$ cat config.mk
export PLATFORM = sky130hd
export DESIGN_NAME = gray_cnt_arb
export DESIGN_NICKNAME = d
export VERILOG_FILES = /design/src/rtl/gray_cnt_arb.sv
export SDC_FILE = /design/constraint.sdc
export NUM_CORES = 1
export LEC_CHECK = 0
export CORE_AREA = 3 3 55 57
export DETAILED_ROUTE_END_ITERATION = 10
export DIE_AREA = 0 0 58 60
export GPL_ROUTABILITY_DRIVEN = 0
export PLACE_DENSITY = 0.54
export SKIP_LAST_GASP = 1
export SLEW_MARGIN = 10
export SYNTH_ARGS = -nofsm -noshare
export SYNTH_HDL_FRONTEND = slang
export SYNTH_SLANG_ARGS = --single-unit
$ cat constraint.sdc
create_clock -name Clk -period 1.4 [get_ports Clk]
set_clock_uncertainty 0.15 [all_clocks]
set_input_delay 0.28 -clock Clk [delete_from_list [all_inputs] [get_ports Clk]]
set_output_delay 0.28 -clock Clk [all_outputs]
set_load 0.05 [all_outputs]
$ cat src/rtl/gray_cnt_arb.sv
// gray_cnt_arb: round-robin arbiter sequencing one shared Gray step counter among NREQ requesters (optional WATCHDOG_EN)
// Ports: Clk, Reset (sync, active-high); Req[NREQ] level requests; Grant[NREQ] one-hot owner; Owner index;
//        Busy in CLEAR/RUN; Done[NREQ] completion pulse; Err watchdog-abort pulse (0 without WATCHDOG_EN);
//        Cnt_Reset/Cnt_En drive the shared counter; Cnt_Overflow is its sticky overflow flag.
module gray_cnt_arb #(
  parameter int NREQ     = 4,
  parameter int IDXW     = 2,
  parameter int WD_LIMIT = 32
) (
  input  logic            Clk,
  input  logic            Reset,
  input  logic [NREQ-1:0] Req,
  output logic [NREQ-1:0] Grant,
  output logic [IDXW-1:0] Owner,
  output logic            Busy,
  output logic [NREQ-1:0] Done,
  output logic            Err,
  output logic            Cnt_Reset,
  output logic            Cnt_En,
  input  logic            Cnt_Overflow
);
  typedef enum logic [1:0] {IDLE, CLEAR, RUN} state_t;
  state_t            r_state, w_next;
  logic [NREQ-1:0]   r_grant, r_done, w_onehot;
  logic [IDXW-1:0]   r_owner, r_last, w_pick;
  logic              w_take, w_ovf_end, w_wd_hit;
  if (NREQ < 2 || NREQ > 8 || IDXW < $clog2(NREQ) || WD_LIMIT < 1) begin : g_bad_params
    $error("gray_cnt_arb: parameter out of range");
  end
  // Nearest set bit after r_last wins: scanning from farthest to nearest lets the nearest overwrite.
  always_comb begin
    w_pick = '0;
    for (int i = NREQ; i >= 1; i--)
      if (Req[IDXW'((int'(r_last) + i) % NREQ)]) w_pick = IDXW'((int'(r_last) + i) % NREQ);
  end
  assign w_onehot  = {{(NREQ-1){1'b0}}, 1'b1} << w_pick;
  assign w_take    = (r_state == IDLE) && (|Req);
  assign w_ovf_end = (r_state == RUN) && Cnt_Overflow;
`ifdef WATCHDOG_EN
  localparam int WDW = $clog2(WD_LIMIT + 1);
  logic [WDW-1:0] r_wd;
  logic           r_err;
  // Held at zero outside RUN, so it starts from zero on every RUN entry.
  always_ff @(posedge Clk)
    r_wd <= (Reset || r_state != RUN) ? '0 : r_wd + 1'b1;
  // Overflow in the limit cycle takes precedence, so the watchdog only fires without it.
  assign w_wd_hit = (r_state == RUN) && !Cnt_Overflow && (r_wd == WDW'(WD_LIMIT - 1));
  always_ff @(posedge Clk)
    r_err <= !Reset && w_wd_hit;
  assign Err = r_err;
`else
  assign w_wd_hit = 1'b0;
  assign Err      = 1'b0;
`endif
  always_ff @(posedge Clk)
    r_state <= Reset ? IDLE : w_next;
  always_comb
    w_next = (r_state == IDLE)  ? (w_take ? CLEAR : IDLE) :
             (r_state == CLEAR) ? RUN :
             (r_state == RUN)   ? ((w_ovf_end || w_wd_hit) ? IDLE : RUN) : IDLE;
  always_comb begin
    Busy      = r_state != IDLE;
    Cnt_Reset = Reset || (r_state == CLEAR);
    Cnt_En    = (r_state == RUN) && Req[r_owner] && !Cnt_Overflow;
  end
  always_ff @(posedge Clk)
    if (Reset) begin
      r_grant <= '0;
      r_done  <= '0;
      r_owner <= '0;
      r_last  <= IDXW'(NREQ - 1);
    end else begin
      r_done  <= w_ovf_end ? r_grant : '0;
      r_grant <= w_take ? w_onehot : (w_ovf_end || w_wd_hit) ? '0 : r_grant;
      if (w_take) begin
        r_owner <= w_pick;
        r_last  <= w_pick;
      end
    end
  assign Grant = r_grant;
  assign Owner = r_owner;
  assign Done  = r_done;
endmodule

==> results summary <==
The share of total power consumed by net switching is 0.327. The first routing iteration left 16 violations. Relative to the synthesized area, the layout overhead comes to 87.3%. The final routed wire length divided by cell count is 12.2 µm. The clock sink count came out at 14. Setup repair after global routing could not meet its margin everywhere. The total global routing track utilization is 0.0994. For this design the ratio of total power to cell area is 1070 nW/µm². In this run the number of H-tree levels came out at 1. The via count of the first global-routing pass came out at 610. The type of destination of the critical path is a primary output. The internal cell power is 877 µW. The filler cell count in the final layout is 241. VDD sags by at most 0.559 mV.

The hold buffer count at cts is 0. Averaged over all synthesized cells, the footprint is 9.67 µm². The average via count per standard cell is 4.68. 21 I/O pins were placed. The number of diodes came out at 0. Synthesis produced a netlist with a net count of 74. The achievable clock frequency is 542 MHz. The number of setup violations in the final report is 9.

The post-synthesis cell area came out at 648 µm². The pre-antenna-repair detailed-routing pass consisted of 4 iterations. The worst hold path belongs to the class flop to flop. In the layout the commonest cells are 12 x sky130_fd_sc_hd__buf_12, 10 x sky130_fd_sc_hd__dfxtp_1, 10 x sky130_fd_sc_hd__buf_4, 6 x sky130_fd_sc_hd__nand2_1, 6 x sky130_fd_sc_hd__buf_6. Global routing finished with a remaining overflow of 0.

The maximum count of clock buffers along a single path came out at 2. The number of instances in the synthesized netlist came out at 67. The routed wire length is 1620 µm. The library cell used most frequently in the layout, excluding fill and tap cells, is sky130_fd_sc_hd__buf_12. The HPWL after detailed placement came out at 1280 µm. The total count of hold-check failures in the final report came out at 0. The max-cap violation count came out at 0. The completed layout was analyzed and its total power is 1300 µW.

The number of antenna violations at the first check in global routing came out at 0. The part of the power in registers is 0.368. The share of total power in the clock network is 0.218. The initial cell density of the core is 0.257. The maximum net fanout on the critical path is 2.

The final reports fail on negative setup slack. The vertical die dimension is 60 µm. The remaining antenna violation count after routing is 0. Timing analysis after detailed placement gives a worst setup slack of -0.633 ns.

Across all layers, the routed design uses 622 vias. The root buffer cell chosen for the clock tree is sky130_fd_sc_hd__clkbuf_4. TritonCTS built the clock tree.

Port buffering added 19 buffers. The number of design rule violations left after detail routing came out at 0. After clock tree synthesis, the clock-pin slew on the worst setup and hold paths is 0.08 ns. The run finished, with violations left. The static power due to leakage is 0.000518 µW. The fraction of the yosys area taken by sequential cells is 0.432. The wire length of the first global-routing pass came out at 2610 µm. The signal arrival time at the worst endpoint is 1.41 ns.

The share of the clock period used by the worst path came out at 1.32. The maximum number of pins on one net before global-route repair is 10. The worst path required time came out at 0.97 ns.

The core region is 2520 µm². The number of buffers inserted during clock tree synthesis is 3. The proportion of layout cells with a drive suffix above 1 is 0.515. The critical path is of the flop to primary output type. The die span in x came out at 58 µm.

The shortest period the worst path allows is 1.84 ns. The number of core rows came out at 18. The worst setup slack after layout came out at -0.444 ns. The latest clock arrival within the worst-skew pair came out at 0.28 ns.

The number of nets in the finished design is 111. The switching power is 427 µW. The number of warnings printed during yosys synthesis is 0. The max-slew violation total from the final report is 0. The combinational power share came out at 0.414. In this run, distinct cell masters in the synthesized netlist total 32. The number of flip-flops and latches in the synthesized netlist is 14. STA classifies the critical path startpoint as a flop. The full die area came out at 3480 µm².
## cell families (layout without fill, tap and decap cells)
kind of cell | after synthesis | count (layout) | share of synthesized area
other | 1 | 1 | 0.00579
multiplexers | 2 | 2 | 0.0502
flip-flops | 14 | 14 | 0.432
AO/OA/AOI/OAI | 14 | 14 | 0.174
buffers and inverters | 4 | 40 | 0.0405
AND/OR/NAND/NOR | 32 | 32 | 0.297
## layout make-up
cell class / count / area, µm² / area share
Multi-Input combinational cell: 49 / 395 / 0.326
Clock buffer: 4 / 36.3 / 0.0299
Inverter: 1 / 3.75 / 0.00309
Timing Repair Buffer: 35 / 453 / 0.373
Sequential cell: 14 / 288 / 0.237
Tap cell: 30 / 37.5 / 0.0309
## state kept, by name, indices dropped and copies added (netlist names)
signal and flops:
Owner 2, Grant 4, Done 4, r_last 2, r_state 2
## cells in the mapped netlist (all sizes together)
master / count / area (µm²)
inv: 1 / 3.75
o21a: 1 / 7.51
mux2i: 1 / 10.0
nor4: 1 / 6.26
nand4b: 2 / 17.5
or2b: 1 / 7.51
mux4: 1 / 22.5
o41ai: 2 / 32.5
nand3b: 1 / 7.51
o21ai: 1 / 5.00
or2: 2 / 15.0
buf: 2 / 18.8
nand3: 1 / 5.00
nor2b: 3 / 18.8
a21oi: 5 / 25.0
clkbuf: 1 / 3.75
o221a: 1 / 11.3
nand2b: 1 / 6.26
nand2: 6 / 22.5
dfxtp: 14 / 280
and2: 5 / 31.3
a31oi: 1 / 6.26
a31o: 2 / 17.5
nor2: 5 / 21.3
conb: 1 / 3.75
and4b: 2 / 20.0
a211oi: 1 / 7.51
or3b: 1 / 8.76
nor3: 1 / 5.00
## what timing repair did
action | in CTS | in global routing
gates resized for setup | 17 | 7
setup buffers | 3 | 1
setup endpoints to repair | 12 | 11
pin swaps | 3 | 4
## power by group through the flow
stage | Combinational, µW | Clock, µW | Sequential (µW)
after floorplan | 185 | 0 | 547
after global placement | 460 | 0 | 485
after detailed placement | 464 | 0 | 487
after CTS | 516 | 298 | 479
after global routing | 571 | 319 | 485
final | 539 | 284 | 480
## stage by stage
| step | hold slack, ns | cell area [µm²] | utilization | std cells | setup TNS, ns |
|---|---|---|---|---|---|
| global placement | 0.372 | 1080 | 0.427 | 125 | -5.74 |
| CTS | 0.389 | 1180 | 0.468 | 132 | -1.36 |
| detailed placement | 0.367 | 1080 | 0.427 | 125 | -6.19 |
| finish | 0.383 | 1210 | 0.481 | 133 | -1.51 |
| global route | 0.400 | 1210 | 0.481 | 133 | -1.96 |
| floorplan | 0.216 | 664 | - | 67 | -0.685 |
## routing by layer
metal / GRT usage / up-vias / part of all wire
met5: 0 / - / 0
met4: 0.0298 / 0 / 0
met3: 0.0454 / 0 / 0.047
met2: 0.169 / 16 / 0.54
met1: 0.111 / 294 / 0.42
li1: - / 312 / -
## worst max-delay path: stages, from the launching register on
cell                      delay, ns
sky130_fd_sc_hd__dfxtp_4       0.36
sky130_fd_sc_hd__mux4_2        0.50
sky130_fd_sc_hd__nor2b_4       0.15
sky130_fd_sc_hd__buf_12        0.14
## path summary, 6_finish.rpt
path / startpoint / to / slack, ns / cells after the start
hold reg to reg: Grant[2]$_SDFFE_PP0P_ / Done[2]$_SDFF_PP0_ / 0.38 / 1
setup / recovery: Owner[0]$_SDFFE_PP0P_ / Cnt_En / -0.44 / 3
setup reg to reg: r_state[1]$_SDFF_PP0_ / Grant[1]$_SDFFE_PP0P_ / -0.15 / 5
hold / removal: Grant[2]$_SDFFE_PP0P_ / Done[2]$_SDFF_PP0_ / 0.38 / 1
No activity file was read; power rests on OpenSTA's default activity.
